## src/rtl/cache_blk_mem_responder.sv

```systemverilog
// Memory-side responder for the cache block interface.
// Accepts one 256-bit line request at a time and moves it as 8 word beats
// against a single-port synchronous word RAM after a fixed access latency.
module cache_blk_mem_responder #(
    parameter int WAIT_CYCLES = 4,
    parameter int MEM_AW      = 10
) (
    input  logic              clk,
    input  logic              rst,
    input  logic              req_valid,
    output logic              req_ready,
    input  logic              req_we,
    input  logic [31:0]       req_addr,
    input  logic [255:0]      req_blk,
    output logic              resp_valid,
    output logic [255:0]      resp_blk,
    output logic [MEM_AW-1:0] mem_addr,
    output logic [31:0]       mem_din,
    output logic              mem_we,
    input  logic [31:0]       mem_dout
);

    localparam int LINE_W = MEM_AW - 3;
    localparam int CNT_W  = (WAIT_CYCLES > 1) ? $clog2(WAIT_CYCLES) : 1;

    typedef enum logic [2:0] {
        S_IDLE,
        S_WAIT,
        S_XFER,
        S_FILL,
        S_RESP
    } state_t;

    state_t              state_q, state_d;
    logic [CNT_W-1:0]    cnt_q, cnt_d;
    logic [2:0]          beat_q, beat_d;
    logic                we_q, we_d;
    logic [LINE_W-1:0]   line_q, line_d;
    logic [255:0]        blk_q, blk_d;
    logic                req_ready_q, req_ready_d;
    logic                resp_valid_q, resp_valid_d;
    logic [255:0]        resp_blk_q, resp_blk_d;
    logic [MEM_AW-1:0]   mem_addr_q, mem_addr_d;
    logic [31:0]         mem_din_q, mem_din_d;
    logic                mem_we_q, mem_we_d;

    logic [2:0]          beat_nxt;
    logic [2:0]          beat_prv;

    // Offset bits and address bits above the RAM size carry no information here.
    logic unused_addr;
    assign unused_addr = ^{req_addr[31:MEM_AW+2], req_addr[4:0]};

    assign beat_nxt = beat_q + 3'd1;
    assign beat_prv = beat_q - 3'd1;

    // Pick word idx out of a 256-bit line.
    function automatic logic [31:0] word_of(input logic [255:0] blk, input logic [2:0] idx);
        return blk[{idx, 5'b00000} +: 32];
    endfunction

    // Next-state and next-output computation; all outputs are registered.
    always_comb begin
        state_d    = state_q;
        cnt_d      = cnt_q;
        beat_d     = beat_q;
        we_d       = we_q;
        line_d     = line_q;
        blk_d      = blk_q;
        resp_blk_d = resp_blk_q;
        mem_addr_d = mem_addr_q;
        mem_din_d  = mem_din_q;
        mem_we_d   = mem_we_q;
        case (state_q)
            S_IDLE: begin
                if (req_valid) begin
                    we_d   = req_we;
                    line_d = req_addr[MEM_AW+1:5];
                    blk_d  = req_blk;
                    beat_d = 3'd0;
                    if (WAIT_CYCLES > 0) begin
                        state_d = S_WAIT;
                        cnt_d   = CNT_W'(WAIT_CYCLES - 1);
                    end else begin
                        state_d    = S_XFER;
                        mem_addr_d = {req_addr[MEM_AW+1:5], 3'b000};
                        mem_we_d   = req_we;
                        mem_din_d  = req_blk[31:0];
                    end
                end
            end
            S_WAIT: begin
                if (cnt_q == '0) begin
                    state_d    = S_XFER;
                    mem_addr_d = {line_q, 3'b000};
                    mem_we_d   = we_q;
                    mem_din_d  = word_of(blk_q, 3'd0);
                end else begin
                    cnt_d = cnt_q - 1'b1;
                end
            end
            S_XFER: begin
                // Read data lags the address by one cycle, so beat n lands word n-1.
                if (!we_q && beat_q != 3'd0)
                    resp_blk_d[{beat_prv, 5'b00000} +: 32] = mem_dout;
                if (beat_q == 3'd7) begin
                    mem_we_d = 1'b0;
                    state_d  = we_q ? S_RESP : S_FILL;
                end else begin
                    beat_d     = beat_nxt;
                    mem_addr_d = {line_q, beat_nxt};
                    mem_din_d  = word_of(blk_q, beat_nxt);
                end
            end
            S_FILL: begin
                resp_blk_d[224 +: 32] = mem_dout;
                state_d = S_RESP;
            end
            S_RESP: begin
                state_d = S_IDLE;
            end
            default: begin
                state_d = S_IDLE;
            end
        endcase
        req_ready_d  = (state_d == S_IDLE);
        resp_valid_d = (state_d == S_RESP);
    end

    // FSM state, counters and registered outputs.
    always_ff @(posedge clk or posedge rst) begin
        if (rst) begin
            state_q      <= S_IDLE;
            cnt_q        <= '0;
            beat_q       <= 3'd0;
            we_q         <= 1'b0;
            req_ready_q  <= 1'b1;
            resp_valid_q <= 1'b0;
            resp_blk_q   <= '0;
            mem_addr_q   <= '0;
            mem_din_q    <= '0;
            mem_we_q     <= 1'b0;
        end else begin
            state_q      <= state_d;
            cnt_q        <= cnt_d;
            beat_q       <= beat_d;
            we_q         <= we_d;
            req_ready_q  <= req_ready_d;
            resp_valid_q <= resp_valid_d;
            resp_blk_q   <= resp_blk_d;
            mem_addr_q   <= mem_addr_d;
            mem_din_q    <= mem_din_d;
            mem_we_q     <= mem_we_d;
        end
    end

    // Captured request payload; only meaningful while a request is in flight.
    always_ff @(posedge clk) begin
        line_q <= line_d;
        blk_q  <= blk_d;
    end

    assign req_ready  = req_ready_q;
    assign resp_valid = resp_valid_q;
    assign resp_blk   = resp_blk_q;
    assign mem_addr   = mem_addr_q;
    assign mem_din    = mem_din_q;
    assign mem_we     = mem_we_q;

endmodule

```

## config.mk

```make
export PLATFORM = sky130hd
export DESIGN_NAME = cache_blk_mem_responder
export DESIGN_NICKNAME = d
export VERILOG_FILES = /design/src/rtl/cache_blk_mem_responder.sv
export SDC_FILE = /design/constraint.sdc
export NUM_CORES = 1
export LEC_CHECK = 0
export ABC_AREA = 1
export ABC_CLOCK_PERIOD_IN_PS = 14660
export CAP_MARGIN = 0
export CORE_AREA = 3 3 241 243
export CTS_CLUSTER_DIAMETER = 120
export CTS_CLUSTER_SIZE = 12
export DETAILED_ROUTE_END_ITERATION = 6
export DIE_AREA = 0 0 244 246
export PLACE_DENSITY = 0.83
export SYNTH_ARGS = -nofsm -noshare
export SYNTH_HDL_FRONTEND = slang
export SYNTH_SLANG_ARGS = --single-unit
```

## constraint.sdc

```tcl
create_clock -name clk -period 14.66 [get_ports clk]
set_input_delay 2.199 -clock clk [delete_from_list [all_inputs] [get_ports clk]]
set_output_delay 2.199 -clock clk [all_outputs]
set_load 0.005 [all_outputs]
```

=== After elaboration in Yosys (flattened, before gate mapping) ===
Cells that the tools add are included.

* Register bits after elaboration: 573
* Output and inout port bits: 301

* Eq/ne operators: 11
* Shift-type cells: 3
* Add/sub/neg operators: 4
* Mux-type cells: 23
* Reductions and logical operators: 17

{| class="wikitable"
|+ Operators with widths
! kind !! count
|-
| bitwise mux 256 bit || 1
|-
| 2-to-1 mux 256 bit || 1
|-
| variable shift 32 x 10 -> 256 bit (first input constant) || 1
|-
| variable part select 256 x 9 -> 32 bit || 1
|-
| variable part select 32 x 10 -> 256 bit || 1
|-
| one-hot mux 32 bit (2 select lines) || 2
|-
| 2-to-1 mux 32 bit || 2
|-
| 2-to-1 mux 10 bit || 2
|-
| one-hot mux 10 bit (2 select lines) || 1
|-
| 2-to-1 mux 3 bit || 6
|-
| != test 2 bit (second input constant) || 6
|-
| one-hot mux 3 bit (4 select lines) || 1
|-
| AND reduction 3 bit || 4
|-
| negator 8 -> 10 bit || 1
|-
| nonzero test 2 bit || 4
|-
| == test 3 x 2 -> 1 bit (second input constant) || 2
|-
| == test 3 bit (second input constant) || 2
|-
| zero test 3 bit || 2
|-
| one-hot mux 3 bit (2 select lines) || 1
|-
| AND reduction 2 bit || 3
|-
| 2-to-1 mux 2 bit || 2
|-
| one-hot mux 2 bit (2 select lines) || 1
|-
| adder 3 x 1 -> 3 bit (second input constant) || 1
|-
| == test 3 x 1 -> 1 bit (second input constant) || 1
|-
| other kinds (8) || 9
|}

=== Longest topological paths before layout ===
Gate-level depths: netlist of run 1.

* Word-level depth: 6
* Depth in mapped cells: 17
* Gate-level depth less buffers: 13

=== Least setup slack after synthesis of run 1 ===
OpenSTA, ideal clock, no wires.

* Path type: input-to-reg
* From: in req_valid
* To: reg beat_q[0]
* Data required time: 14531 ps
* Setup slack: 6523 ps
* Cell stages on the path: 5
* Data arrival time: 8007 ps
* Cell sequence: nand3_1 -> inv_1 -> o21ai_0 -> inv_1 -> o21ai_0

* Word-level cells in the longest chain between the ends: 2

{| class="wikitable"
|+ Ends and longest elaborated chain
! element !! RTL line !! RTL
|-
| start, declared || 10 || <nowiki>input logic req_valid,</nowiki>
|-
| != test 2 bit (no source line) || -- ||
|-
| AND reduction 3 bit (no source line) || -- ||
|-
| end signal, assigned || 146 || <nowiki>beat_q <= beat_d;</nowiki>
|-
| end, declared || 36 || <nowiki>logic [2:0] beat_q, beat_d;</nowiki>
|}

Every way passes these cells.
A chain may end at the register's enable or synchronous reset.

=== Final worst setup path of run 1 ===
* From: in req_valid
* To: reg blk_q[189], enable pin

* Word-level cells in the longest chain between the ends: 1

{| class="wikitable"
|+ Ends and longest elaborated chain
! element !! RTL line !! RTL
|-
| AND reduction 2 bit (no source line) || -- ||
|-
| end signal, assigned || 160 || <nowiki>blk_q <= blk_d;</nowiki>
|-
| end, declared || 39 || <nowiki>logic [255:0] blk_q, blk_d;</nowiki>
|}

Every way passes these cells.

==> results.md, run 1 <==
* Setup Buffers After CTS at 0
* P_leak at 14.7 nW
* Outcome: complete, no violations
* Initial antenna violation count at 9
* Die height at 246 µm
* Grt total ovfl at 0
* Fin. Hold Viols at 0
* # hold bufs at CTS at 0
* First-pass GRT wire length at 115 mm
* Drt wl/cell at 19.6 µm
* Seq pwr share at 0.406
* Worst-skew pair later-pin latency at 0.60 ns
* Horiz. Die Dim at 244 µm
* Design Power at 5.56 mW
* Vias in the first global route at 19400
* Pwr/cell area at 170 nW/µm²
* Core ar. at 56200 µm²
* CTS Buffer Depth at 3
* Synth warn at 0
* Clock Skew at 0.0237 ns
* Seq/Total Area, Yosys at 0.632
* Final period utilization at 0.346
* Peak supply drop at 0.114 mV
* Via count at 19900
* Synthesized area at 24800 µm²
* Avg Cell Area, Syn at 9.56 µm²
* Setup violators final at 0
* Port bufs at 599
* Yosys cell types at 30
* Die area at 60000 µm²
* Clock Power Share at 0.228
* Critical path arrival at 5.27 ns
* DPL Wire Length at 52.0 mm
* Final #Nets at 3464
* GRT Overall Usage at 0.249
* DRC at 0
* CTS resizes at 0
* Synthesized Nets at 2923
* Post-route antenna net violation count at 0
* Slew at the pin closest to its max-slew limit at 1.16 ns
* Initial core utilization at 0.441
* Syn Inst Count at 2590
* Post-Place Cells at 3832
* Max Transition Viols Final at 0
* Reg clk slew, reported paths at 0.07 ns
* Initial DRC Count at 1644
* Worst setup EP type: flop
* Post-route insts no fill at 3934
* Via/cell ratio at 5.07
* Flops & latches, synth at 573
* CTS tree: done
* Overall routed net length at 77.1 mm
* Setup crit start kind: input pin
* TritonRoute pass-1 iters at 5
* # clock sinks at 573
* Root Buffer: clkbuf_16
* CP Max Fanout at 120
* Share of layout cells above drive strength 1 at 0.0764
* Htree depth at 2
* Number of max-cap violations at 0
* RSZ-0062 raised after global routing: false
* Layout area overhead at 32.1%
* Comb power frac at 0.366
* Net Sw Power at 2.09 mW
* Largest net degree at the start of global routing at 121
* Req. time, crit path at 14.86 ns
* CP Class: in -> reg
* Switching Share at 0.375
* Max frequency at 0.197 GHz
* Setup TNS at 0 ns
* Rel. slew slack at 0.226
* Internal power at 3.48 mW
* Final min period at 5.07 ns
* Placer Congestion at 0.848
* Num CTS Buffers at 53
* # IOs at 625
* # rows at 87
* Min-delay worst type: reg -> reg
[logic make-up after synthesis]
| kind of cell | Yosys count | synth area share |
|---|---|---|
| adder cells (fa/ha/maj) | 9 | 0.00455 |
| AO/OA/AOI/OAI | 205 | 0.0613 |
| AND/OR/NAND/NOR | 1387 | 0.228 |
| buffers and inverters | 416 | 0.0739 |
| flip-flops | 573 | 0.632 |
[metal layers]
| layer | share of wire | GRT usage | vias up |
|---|---|---|---|
| met1 | 0.35 | 0.288 | 9413 |
| met5 | 0.00044 | 0 | - |
| met2 | 0.50 | 0.432 | 1045 |
| li1 | - | - | 9286 |
| met4 | 0.049 | 0.114 | 4 |
| met3 | 0.10 | 0.0709 | 194 |
[synth_stat cells (all sizes together)]
cell type | n | share of area
inv | 279 | 0.042
a21oi | 4 | 0.00096
ha | 9 | 0.0045
nand3 | 234 | 0.048
o21ai | 199 | 0.060
buf | 90 | 0.024
o31ai | 1 | 0.00030
nor2 | 139 | 0.022
nor3 | 1 | 0.00066
nand4 | 6 | 0.0045
dfrtp | 309 | 0.31
nand2 | 1007 | 0.15
a22oi | 1 | 0.00030
dfstp | 1 | 0.0011
edfxtp | 263 | 0.32
clkbuf | 47 | 0.0071
[flip-flops by register name (all words and copies together) (netlist names), 2 cells and up]
signal and flops:
beat_q 3, blk_q 256, cnt_q 2, line_q 7
mem_addr 10, mem_din 32, resp_blk 256, state_q 3
[placed cells by master (no fill, tap or decap), types with 2 or more instances in the layout]
cell / instances
clkbuf_16: 53
edfxtp_1: 263
inv_2: 5
nand3_1: 232
nand4_4: 5
inv_8: 2
o21ai_2: 128
nor2_4: 5
o21ai_0: 69
dfrtp_1: 308
inv_6: 2
diode_2: 9
clkdlybuf4s50_1: 599
inv_1: 271
nor2_1: 132
nand2_2: 5
ha_1: 8
buf_4: 24
a21oi_1: 3
nand2_1: 1002
clkbuf_1: 36
[through the flow]
stage	hold WS [ns]	setup WS, ns	utilization	cell area (µm²)
finish	0.445	9.59	0.583	32700
global route	0.465	9.38	0.582	32700
CTS	0.450	9.53	0.582	32700
detailed placement	0.441	8.92	0.555	31200
global placement	0.428	8.99	0.555	31200
floorplan	0.425	3.89	-	24800
[worst paths after layout]
path                                        from                        end  slack [ns]  cells past startpoint
setup / recovery                       req_valid       blk_q[189]$_DFFE_PP_        9.59                      5
hold / removal               line_q[5]$_DFFE_PP_    mem_addr[8]$_DFFE_PP0P_        0.44                      2
setup reg to reg           beat_q[0]$_DFFE_PP0P_  resp_blk[227]$_DFFE_PP0P_        9.90                     14
hold reg to reg              line_q[5]$_DFFE_PP_    mem_addr[8]$_DFFE_PP0P_        0.44                      2
max in group asynchronous                    rst  resp_blk[255]$_DFFE_PP0P_       10.96                      3
min in group asynchronous                    rst    mem_din[20]$_DFFE_PP0P_        2.17                      2
[critical path: stages]
cell	delay [ns]
clkdlybuf4s50_1	0.48
nand3_1	0.20
inv_8	0.59
buf_4	0.75
buf_4	0.91
[layout make-up]
class | count | area, µm²
diodes | 9 | 22.5
clock buffers | 89 | 1460
clock inverters | 4 | 42.5
fillers | 4577 | 23400
inverters | 279 | 1060
multi-input cells | 1601 | 7350
flip-flops and latches | 573 | 15700
well taps | 756 | 946
repair buffers | 623 | 6180
[power by group through the flow]
stage | sequential [mW] | combinational (mW) | clock (mW)
detailed placement | 2.29 | 2.02 | 0
global placement | 2.27 | 1.98 | 0
floorplan | 2.30 | 1.17 | 0
global route | 2.29 | 2.24 | 1.36
finish | 2.26 | 2.03 | 1.27
CTS | 2.26 | 2.04 | 1.29
Note: power is estimated with default switching activity, not from simulation.
==> run 2: changes to the inputs <==
--- a/config.mk
+++ b/config.mk
@@ -6,7 +6,7 @@
 export NUM_CORES = 1
 export LEC_CHECK = 0
 export ABC_AREA = 1
-export ABC_CLOCK_PERIOD_IN_PS = 14660
+export ABC_CLOCK_PERIOD_IN_PS = 5300
 export CAP_MARGIN = 0
 export CORE_AREA = 3 3 241 243
 export CTS_CLUSTER_DIAMETER = 120
==> constraint.sdc (replaced) <==
create_clock -name clk -period 5.3 [get_ports clk]
set_input_delay 0.795 -clock clk [delete_from_list [all_inputs] [get_ports clk]]
set_output_delay 0.795 -clock clk [all_outputs]
set_load 0.005 [all_outputs]
==> run 2 against run 1 <==
Compared with the run above:
- largest power group unchanged
- clock skew increased by 0.0058 ns
- non-clock buffer count up 6
- total power grew to 2.8 times the previous value
- core utilization is 0.16 points higher
- global-route usage fell by 0.097 points
- design area rose by 0.28%
- highest routed layer unchanged
- first-iteration DRC count is 11% lower
- hold slack better by 0.0041 ns
==> results.md, run 2 (synthesis gave the netlist of run 1 again) <==
* Outcome: complete, no violations
* Flop-to-flop setup slack at 1.26 ns
* Fin. Hold Viols at 0
* Max Transition Viols Final at 0
* Pwr/cell area at 468 nW/µm²
* Share of layout cells above drive strength 1 at 0.0787
* Worst-skew pair later-pin latency at 0.61 ns
* Commonest non-fill, non-tap cell in the layout: nand2_1
* Port bufs at 599
* Clock Skew at 0.0295 ns
* Die area at 60000 µm²
* Crit path to: resp_blk[247]$_DFFE_PP0P_
* WHS Path Cells at 2
* Drt wl/cell at 19.3 µm
* Pre-CTS WS at 1.25 ns
* Min-delay worst type: reg -> reg
* CP Max Fanout at 69
* Max frequency at 0.248 GHz
* Htree depth at 2
* Vias in the first global route at 19400
* # IOs at 625
* # clock sinks at 573
* Initial DRC Count at 1462
* Worst R2R End: resp_blk[247]$_DFFE_PP0P_
* P_leak at 14.7 nW
* Initial antenna violation count at 9
* CTS tree: done
* Setup slack after layout at 1.26 ns
* Slew at the pin closest to its max-slew limit at 1.07 ns
* Critical path arrival at 4.51 ns
* Initial core utilization at 0.441
* Number of max-cap violations at 0
* Final #Nets at 3470
* Peak supply drop at 0.367 mV
* CTS resizes at 0
* Via/cell ratio at 5.05
* First-pass GRT wire length at 114 mm
* Via count at 19800
* GRT Overall Usage at 0.248
* RSZ-0062 raised after global routing: false
* Post-route antenna net violation count at 0
* Overall routed net length at 75.9 mm
* Commonest non-fill, non-tap cells in the layout: nand2_1, clkdlybuf4s50_1, dfrtp_1, inv_1, edfxtp_1
* Final min period at 4.04 ns
* Placer Congestion at 0.862
* Worst Reg-to-Reg Cells at 9
* Layout area overhead at 32.5%
* CTS Buffer Depth at 3
* Reg clk slew, reported paths at 0.07 ns
* Root Buffer: clkbuf_16
* Core ar. at 56200 µm²
* # rows at 87
* DRC at 0
* Horiz. Die Dim at 244 µm
* # hold bufs at CTS at 0
* Setup Buffers After CTS at 0
* Setup violators final at 0
* Crit path launch: beat_q[0]$_DFFE_PP0P_
* Rel. slew slack at 0.287
* Setup TNS at 0 ns
* Die height at 246 µm
* Layout Utilization at 0.584
* Num CTS Buffers at 53
* TritonRoute pass-1 iters at 5
* CP Class: reg -> reg
* Worst setup EP type: flop
* R2r startpoint: beat_q[0]$_DFFE_PP0P_
* Final period utilization at 0.761
* Grt total ovfl at 0
* Largest net degree at the start of global routing at 104
* DPL Wire Length at 52.7 mm
* Req. time, crit path at 5.77 ns
* Setup crit start kind: flop
==> run 2: how the worst min path moves through the flow <==
stage                   startpoint                      end  slack [ns]
5_1_grt        line_q[6]$_DFFE_PP_  mem_addr[9]$_DFFE_PP0P_        0.46
6_report       line_q[4]$_DFFE_PP_  mem_addr[7]$_DFFE_PP0P_        0.45
3_3_place_gp   line_q[6]$_DFFE_PP_  mem_addr[9]$_DFFE_PP0P_        0.43
3_5_place_dp   line_q[6]$_DFFE_PP_  mem_addr[9]$_DFFE_PP0P_        0.44
4_1_cts        line_q[4]$_DFFE_PP_  mem_addr[7]$_DFFE_PP0P_        0.45
2_1_floorplan  line_q[0]$_DFFE_PP_  mem_addr[3]$_DFFE_PP0P_        0.43
==> run 2: metal layers <==
metal	track usage	wire [µm]	vias up
met5	0	7	-
met4	0.111	3580	2
met3	0.0668	7190	195
met2	0.428	37900	942
met1	0.292	27300	9418
li1	-	-	9290
==> run 2: metrics by stage <==
step / power [mW] / instances / instance area (µm²) / hold WS, ns
3_5_place_dp: 11.9 / 3838 / 31300 / 0.436
5_1_grt: 16.3 / 3928 / 32800 / 0.456
3_3_place_gp: 11.8 / 3838 / 31300 / 0.429
2_1_floorplan: 9.54 / 2590 / 24800 / 0.425
4_1_cts: 15.5 / 3920 / 32800 / 0.451
6_report: 15.4 / 3928 / 32800 / 0.449
==> run 2: worst max-delay path, cell delays in order (launching register included) <==
cell and delay (ns):
dfrtp_4 0.91, inv_4 0.09, ha_4 0.90, nand2_2 0.17, inv_2 0.16, a21oi_4 0.07
nand2_2 0.59, nand2_2 0.65, nand2_1 0.23, nand2_1 0.08
==> run 2: power by group <==
group | total, mW | switching (mW) | internal [mW]
Combinational | 5.65 | 3.65 | 2.00
Clock | 3.50 | 1.63 | 1.87
Sequential | 6.21 | 0.452 | 5.76
Total | 15.4 | 5.74 | 9.63
==> run 2: final cells by class <==
| class | count | area [µm²] |
|---|---|---|
| antenna | 8 | 20.0 |
| clock buffer | 79 | 1450 |
| clock inverter | 3 | 43.8 |
| fill | 4501 | 23400 |
| inverter | 279 | 1060 |
| multi-input combinational | 1601 | 7360 |
| sequential | 573 | 15700 |
| tap | 756 | 946 |
| timing repair buffer | 629 | 6280 |
